File: config.mk
export PLATFORM = sky130hd
export DESIGN_NAME = uart_echo_tester
export DESIGN_NICKNAME = d
export VERILOG_FILES = /design/src/rtl/uart_pkg.sv /design/src/rtl/uart_sat_counter.sv /design/src/rtl/uart_echo_tester.sv
export SDC_FILE = /design/constraint.sdc
export NUM_CORES = 1
export LEC_CHECK = 0
export BUFFER_PORTS_ARGS = -buffer_cell sky130_fd_sc_hd__buf_2
export CAP_MARGIN = 5
export CORE_UTILIZATION = 40
export DETAILED_ROUTE_END_ITERATION = 16
export PLACE_DENSITY = 0.57
export REMOVE_ABC_BUFFERS = 1
export SYNTH_ARGS = -nofsm -noshare
export SYNTH_HDL_FRONTEND = slang
export SYNTH_HIERARCHICAL = 1
export SYNTH_SLANG_ARGS = --single-unit
File: constraint.sdc
create_clock -name i_clk -period 4.83 [get_ports i_clk]
set_input_delay 0.483 -clock i_clk [delete_from_list [all_inputs] [get_ports i_clk]]
set_output_delay 0.483 -clock i_clk [all_outputs]
set_load 0.02 [all_outputs]
File: src/rtl/uart_pkg.sv
// Shared types and helpers for the UART echo link tester.
// Holds the tester state encoding, ASCII constants and the bit-period helper.
package uart_pkg;

  typedef enum logic [2:0] {
    S_IDLE,
    S_SEND,
    S_WAIT_TX,
    S_WAIT_RX,
    S_CHECK,
    S_NEXT,
    S_DONE
  } tester_state_t;

  localparam logic [7:0] CHAR_A = 8'h41;
  localparam logic [7:0] CHAR_Z = 8'h5A;

  function automatic int unsigned clks_per_bit(
    input int unsigned clk_hz,
    input int unsigned baud
  );
    return clk_hz / baud;
  endfunction

endpackage

File: src/rtl/uart_sat_counter.sv
// Saturating up-counter with synchronous clear.
// Holds at all-ones instead of wrapping.
module uart_sat_counter #(
  parameter int W = 16
) (
  input  logic         clk_i,
  input  logic         rst_ni,
  input  logic         clr_i,
  input  logic         inc_i,
  output logic [W-1:0] cnt_o
);

  logic [W-1:0] cnt_q;

  // Clear wins over increment; increment stops at all-ones.
  always_ff @(posedge clk_i or negedge rst_ni) begin
    if (!rst_ni) begin
      cnt_q <= '0;
    end else if (clr_i) begin
      cnt_q <= '0;
    end else if (inc_i && (cnt_q != '1)) begin
      cnt_q <= cnt_q + W'(1);
    end
  end

  assign cnt_o = cnt_q;

endmodule

File: src/rtl/uart_echo_tester.sv
// Initiator end of a UART echo link: sends a byte pattern, checks echoes.
// Define UART_TESTER_GAP_EN to insert GAP_BITS idle bit periods between bytes.
module uart_echo_tester
  import uart_pkg::*;
#(
  parameter int unsigned CLK_FREQ_HZ  = 25_000_000,
  parameter int unsigned BAUD_RATE    = 9600,
  parameter int unsigned NUM_BYTES    = 26,
  parameter logic [7:0]  FIRST_CHAR   = CHAR_A,
  parameter int unsigned PATTERN_LEN  = 26,
  parameter int unsigned TIMEOUT_BITS = 30,
  parameter int unsigned CNT_W        = 16
`ifdef UART_TESTER_GAP_EN
  ,
  parameter int unsigned GAP_BITS     = 2
`endif
) (
  input  logic             i_clk,
  input  logic             i_rst_n,
  input  logic             i_start,
  input  logic             i_abort,
  output logic             o_tx_dv,
  output logic [7:0]       o_tx_byte,
  input  logic             i_tx_active,
  input  logic             i_tx_done,
  input  logic             i_rx_dv,
  input  logic [7:0]       i_rx_byte,
  output logic             o_busy,
  output logic             o_done,
  output logic             o_pass,
  output logic [CNT_W-1:0] o_pass_cnt,
  output logic [CNT_W-1:0] o_err_cnt,
  output logic [CNT_W-1:0] o_tmo_cnt,
  output logic [7:0]       o_last_exp,
  output logic [7:0]       o_last_got
);

  localparam int unsigned CPB = clks_per_bit(CLK_FREQ_HZ, BAUD_RATE);
  localparam logic [31:0] TMO_LAST = 32'(CPB * TIMEOUT_BITS - 1);
  localparam logic [7:0]  PAT_LAST = 8'(PATTERN_LEN - 1);
`ifdef UART_TESTER_GAP_EN
  localparam logic [31:0] GAP_CYC = 32'(GAP_BITS * CPB);
`else
  localparam logic [31:0] GAP_CYC = 32'd0;
`endif

  tester_state_t state_q;
  logic [31:0]   idx_q;
  logic [7:0]    phase_q;
  logic [31:0]   timer_q;
  logic          rx_dv_q;
  logic          pend_q;
  logic [7:0]    pend_byte_q;
  logic [7:0]    got_q;
  logic          tx_dv_q;
  logic [7:0]    tx_byte_q;
  logic          done_q;
  logic          pass_q;
  logic [7:0]    last_exp_q;
  logic [7:0]    last_got_q;

  logic       rx_evt;
  logic       rx_hit;
  logic [7:0] rx_byte_d;
  logic       armed;
  logic       match;
  logic       last;
  logic [7:0] pat_byte;
  logic [7:0] phase_d;
  logic       clr;
  logic       pass_inc;
  logic       err_inc;
  logic       tmo_inc;

  assign rx_evt    = i_rx_dv & ~rx_dv_q;
  assign rx_hit    = rx_evt | pend_q;
  assign rx_byte_d = pend_q ? pend_byte_q : i_rx_byte;
  assign armed     = (state_q == S_SEND) || (state_q == S_WAIT_TX);
  assign match     = (got_q == tx_byte_q);
  assign last      = (NUM_BYTES != 0) && ((idx_q + 32'd1) == NUM_BYTES);
  assign pat_byte  = FIRST_CHAR + phase_q;
  assign phase_d   = (phase_q == PAT_LAST) ? 8'd0 : phase_q + 8'd1;

  assign clr      = (state_q == S_IDLE) && i_start && !i_abort;
  assign pass_inc = !i_abort && (state_q == S_CHECK) && match;
  assign err_inc  = !i_abort && (state_q == S_CHECK) && !match;
  assign tmo_inc  = !i_abort && (state_q == S_WAIT_RX) && !rx_hit &&
                    (timer_q == TMO_LAST);

  uart_sat_counter #(.W(CNT_W)) u_pass_cnt (
    .clk_i (i_clk),
    .rst_ni(i_rst_n),
    .clr_i (clr),
    .inc_i (pass_inc),
    .cnt_o (o_pass_cnt)
  );

  uart_sat_counter #(.W(CNT_W)) u_err_cnt (
    .clk_i (i_clk),
    .rst_ni(i_rst_n),
    .clr_i (clr),
    .inc_i (err_inc),
    .cnt_o (o_err_cnt)
  );

  uart_sat_counter #(.W(CNT_W)) u_tmo_cnt (
    .clk_i (i_clk),
    .rst_ni(i_rst_n),
    .clr_i (clr),
    .inc_i (tmo_inc),
    .cnt_o (o_tmo_cnt)
  );

  // Run sequencer; an echo seen before WAIT_RX is parked in pend_q.
  always_ff @(posedge i_clk or negedge i_rst_n) begin
    if (!i_rst_n) begin
      state_q     <= S_IDLE;
      idx_q       <= '0;
      phase_q     <= '0;
      timer_q     <= '0;
      rx_dv_q     <= 1'b0;
      pend_q      <= 1'b0;
      pend_byte_q <= '0;
      got_q       <= '0;
      tx_dv_q     <= 1'b0;
      tx_byte_q   <= '0;
      done_q      <= 1'b0;
      pass_q      <= 1'b0;
      last_exp_q  <= '0;
      last_got_q  <= '0;
    end else begin
      rx_dv_q <= i_rx_dv;
      tx_dv_q <= 1'b0;
      done_q  <= 1'b0;
      if (armed && rx_evt) begin
        pend_q      <= 1'b1;
        pend_byte_q <= i_rx_byte;
      end
      if (i_abort && (state_q != S_IDLE)) begin
        state_q <= S_IDLE;
        pend_q  <= 1'b0;
      end else begin
        unique case (state_q)
          S_IDLE: begin
            if (i_start && !i_abort) begin
              state_q    <= S_SEND;
              idx_q      <= '0;
              phase_q    <= '0;
              pass_q     <= 1'b0;
              last_exp_q <= '0;
              last_got_q <= '0;
              pend_q     <= 1'b0;
            end
          end
          S_SEND: begin
            if (!i_tx_active) begin
              tx_dv_q   <= 1'b1;
              tx_byte_q <= pat_byte;
              state_q   <= S_WAIT_TX;
            end
          end
          S_WAIT_TX: begin
            if (i_tx_done) begin
              timer_q <= '0;
              state_q <= S_WAIT_RX;
            end
          end
          S_WAIT_RX: begin
            if (rx_hit) begin
              got_q   <= rx_byte_d;
              pend_q  <= 1'b0;
              state_q <= S_CHECK;
            end else if (timer_q == TMO_LAST) begin
              timer_q <= '0;
              state_q <= S_NEXT;
            end else begin
              timer_q <= timer_q + 32'd1;
            end
          end
          S_CHECK: begin
            if (!match) begin
              last_exp_q <= tx_byte_q;
              last_got_q <= got_q;
            end
            timer_q <= '0;
            state_q <= S_NEXT;
          end
          S_NEXT: begin
            if (timer_q == GAP_CYC) begin
              idx_q   <= idx_q + 32'd1;
              phase_q <= phase_d;
              if (last) begin
                state_q <= S_DONE;
                done_q  <= 1'b1;
                pass_q  <= (o_err_cnt == '0) && (o_tmo_cnt == '0);
              end else begin
                state_q <= S_SEND;
              end
            end else begin
              timer_q <= timer_q + 32'd1;
            end
          end
          S_DONE: begin
            state_q <= S_IDLE;
          end
          default: begin
            state_q <= S_IDLE;
          end
        endcase
      end
    end
  end

  assign o_busy     = (state_q != S_IDLE);
  assign o_tx_dv    = tx_dv_q;
  assign o_tx_byte  = tx_byte_q;
  assign o_done     = done_q;
  assign o_pass     = pass_q;
  assign o_last_exp = last_exp_q;
  assign o_last_got = last_got_q;

endmodule

==> results.toml <==
[run_status]
status = "finished, final reports clean"

[critical_path]
worst-path-buf-inv = 0
critPathLaunchType = "flop"
worstPathArrival_ps = 3920
worstSetupPathType = "reg2reg"
critPathSlowestCell = "nor3_1"
cp_max_fo = 9
cp.required_ps = 5180
crit_path_max_incr_delay_ps = 710
end_kind = "flop"
path_cells = "nor4_2 > nand4_2 > or4_1 > nor3_1 > and4_2 > nand4b_1 > or4_1 > a21oi_1"
crit_family = "simple AND/OR/NAND/NOR gates"
cp_common_cell = "or4_1"

[synthesis]
ys_seq_area_share_pct = 42.8
ys_top_cells_by_count = "168 x dfrtp_1, 132 x nand2_1, 88 x o21ai_0, 86 x nor2_1"
synth.largest_area_cell = "dfrtp_1"
syn_avg_cell_area_sq_um = 9.01
netlist.area_leader.share_pct = 42.8
synth_edf_count = 0
synth.distinct_cells = 76
ys.flop_type = "dfrtp_1"
synth-seq-cells = 168
async_reset_ff_share_pct = 100
synth_area_leaders = "dfrtp_1 43%, nand2_1 5.0%, o21ai_0 4.5%, xor2_1 4.0%, nor2_1 3.3%"
yosysMostFrequentCell = "dfrtp_1"
syn_inst = 1089
yosys_warnings = 6
syn_area_sq_mm = 0.00982

[global_routing]
grt_pass1_wl_um = 41100
grt_pass1_vias = 7870
antenna_found_initial = 0
grt_max_degree = 99
grt_usage_pct = 20.6
overflow = 0

[floorplanning]
io_pins = 91
die_h_um = 159
coreArea_sq_mm = 0.0238
initial_core_util_pct = 41.3
design.die.area_sq_mm = 0.0252
die_x_um = 159
num_rows = 56

[sta]
max_slew_margin_pct = 30.2
worst_pin_slew_ps = 1050
rsz0062_at_grt = "false"
finalCritPeriodShare_pct = 73.9
final_hold_viol_count = 0
drv_slew = 0
setup_viol = 0
fin_ws_ps = 1260
fmax_mhz = 280
fin_crit_ps = 3570
tns_ps = 0
clock_skew_ps = 13.6

[power_and_ir_drop]
total_power_mw = 3.63
power_density_mw_per_mm2 = 327
leakage_nw = 4.90
ir_worst_vdd_mv = 0.159

[layout]
drive_above_1_share_pct = 16.5
fin_nets = 1169
n_antenna_cell = 0
area_growth_pct = 13.2
utilization_pct = 46.8
seq_area_sq_mm = 0.00420
nFillCells = 2274
multi_input_area_sq_mm = 0.00531
final_area_sq_mm = 0.0111

[route]
drtPass1Iterations = 5
wl_um = 24900
num_vias = 8451
vias_per_cell = 5.72
ant_nets = 0
drc = 0
routedWlPerCell_um = 16.8
drt-initial-drc-count = 742

[clocking]
cts_sinks = 168
cts_setup_buffers = 0
cts.clk_slew.worst_paths_ps = 70
hold_buffers = 0
cts_root_buf = "clkbuf_16"
cts_tree = "done"
clock_latency_ps = 440
postCtsResizedCells = 0
ctsLongestPathBuffers = 2
numCtsBuffers = 17
h-tree-depth = 4

[place]
place_ws_ps = 1280
hpwl_um = 16900
routabilityCongestion = 0.810
io_buffers = 90
place_area_sq_mm = 0.0105

[hold_path]
min_path_type = "in2async"

[job]
cap_violations = 0
-- cells in the final DEF (no fill, tap or decap), types with 9 or more instances in the layout --
| master | n |
|---|---|
| a21oi_1 | 49 |
| nand4_1 | 49 |
| ha_1 | 9 |
| nand3_1 | 46 |
| mux2i_1 | 9 |
| xnor2_1 | 20 |
| or4_1 | 17 |
| dfrtp_1 | 168 |
| nand2_1 | 132 |
| nor3_1 | 25 |
| inv_1 | 15 |
| buf_2 | 89 |
| xor2_1 | 45 |
| o21ai_0 | 88 |
| clkbuf_16 | 17 |
| and3_1 | 23 |
| nor2_1 | 85 |
| mux2_2 | 10 |
| o31ai_1 | 29 |
| nor4_1 | 30 |
| or3_1 | 16 |
| nor2b_1 | 16 |
| and4_1 | 14 |
| o21ai_1 | 10 |
-- layout make-up --
class | count | area share, %
multi-input combinational | 843 | 47.8
sequential | 168 | 37.8
timing repair buffer | 98 | 4.65
clock buffer | 18 | 3.95
tap | 319 | 3.59
clock inverter | 14 | 1.59
inverter | 17 | 0.574
-- power by group --
| part | internal (mW) | total (mW) | switching (mW) |
|---|---|---|---|
| Sequential | 1.50 | 1.61 | 0.111 |
| Clock | 0.799 | 1.44 | 0.641 |
| Combinational | 0.207 | 0.585 | 0.377 |
-- sequential cells by signal (all words and copies together), names as in the netlist, 8 cells and up --
signal	flops
u_pass_cnt/cnt_o	16
idx_q	32
u_tmo_cnt/cnt_o	16
o_tx_byte	8
got_q	8
u_err_cnt/cnt_o	16
pend_byte_q	8
timer_q	32
o_last_exp	8
phase_q	8
o_last_got	8
-- metal layers --
metal	track usage [%]	part of all wire (%)	vias to the layer above
li1	-	-	4124
met1	28.2	48	4105
met2	33.5	47	192
met3	3.10	3.6	30
met4	6.18	1.4	0
met5	0	0	-
-- worst paths after layout --
| kind | from | end | slack (ps) | cells past startpoint |
|---|---|---|---|---|
| max | timer_q[21] | u_tmo_cnt/cnt_o[13] | 1260 | 8 |
| min | i_rst_n | o_tx_dv | 160 | 1 |
| max reg2reg | timer_q[21] | u_tmo_cnt/cnt_o[13] | 1260 | 8 |
| min reg2reg | o_last_exp[5] | o_last_exp[5] | 470 | 2 |
| max in group asynchronous | i_rst_n | pend_byte_q[3] | 3620 | 2 |
| min in group i_clk | i_rx_dv | rx_dv_q | 170 | 1 |
-- metrics by stage --
step,instances,hold slack [ps]
finish,1477,162
global placement,1445,457
CTS,1477,153
global route,1477,156
floorplan,1028,187
detailed placement,1445,466
-- kinds of logic after synthesis --
group,Yosys count,synth area share (%)
AND/OR/NAND/NOR,520,29.9
AO/OA/AOI/OAI,221,13.8
flip-flops,168,42.8
buffers and inverters,78,3.33
XOR/XNOR,65,5.80
multiplexers,28,3.14
adder cells (fa/ha/maj),9,1.15
Power figures use the tool's default switching activity.
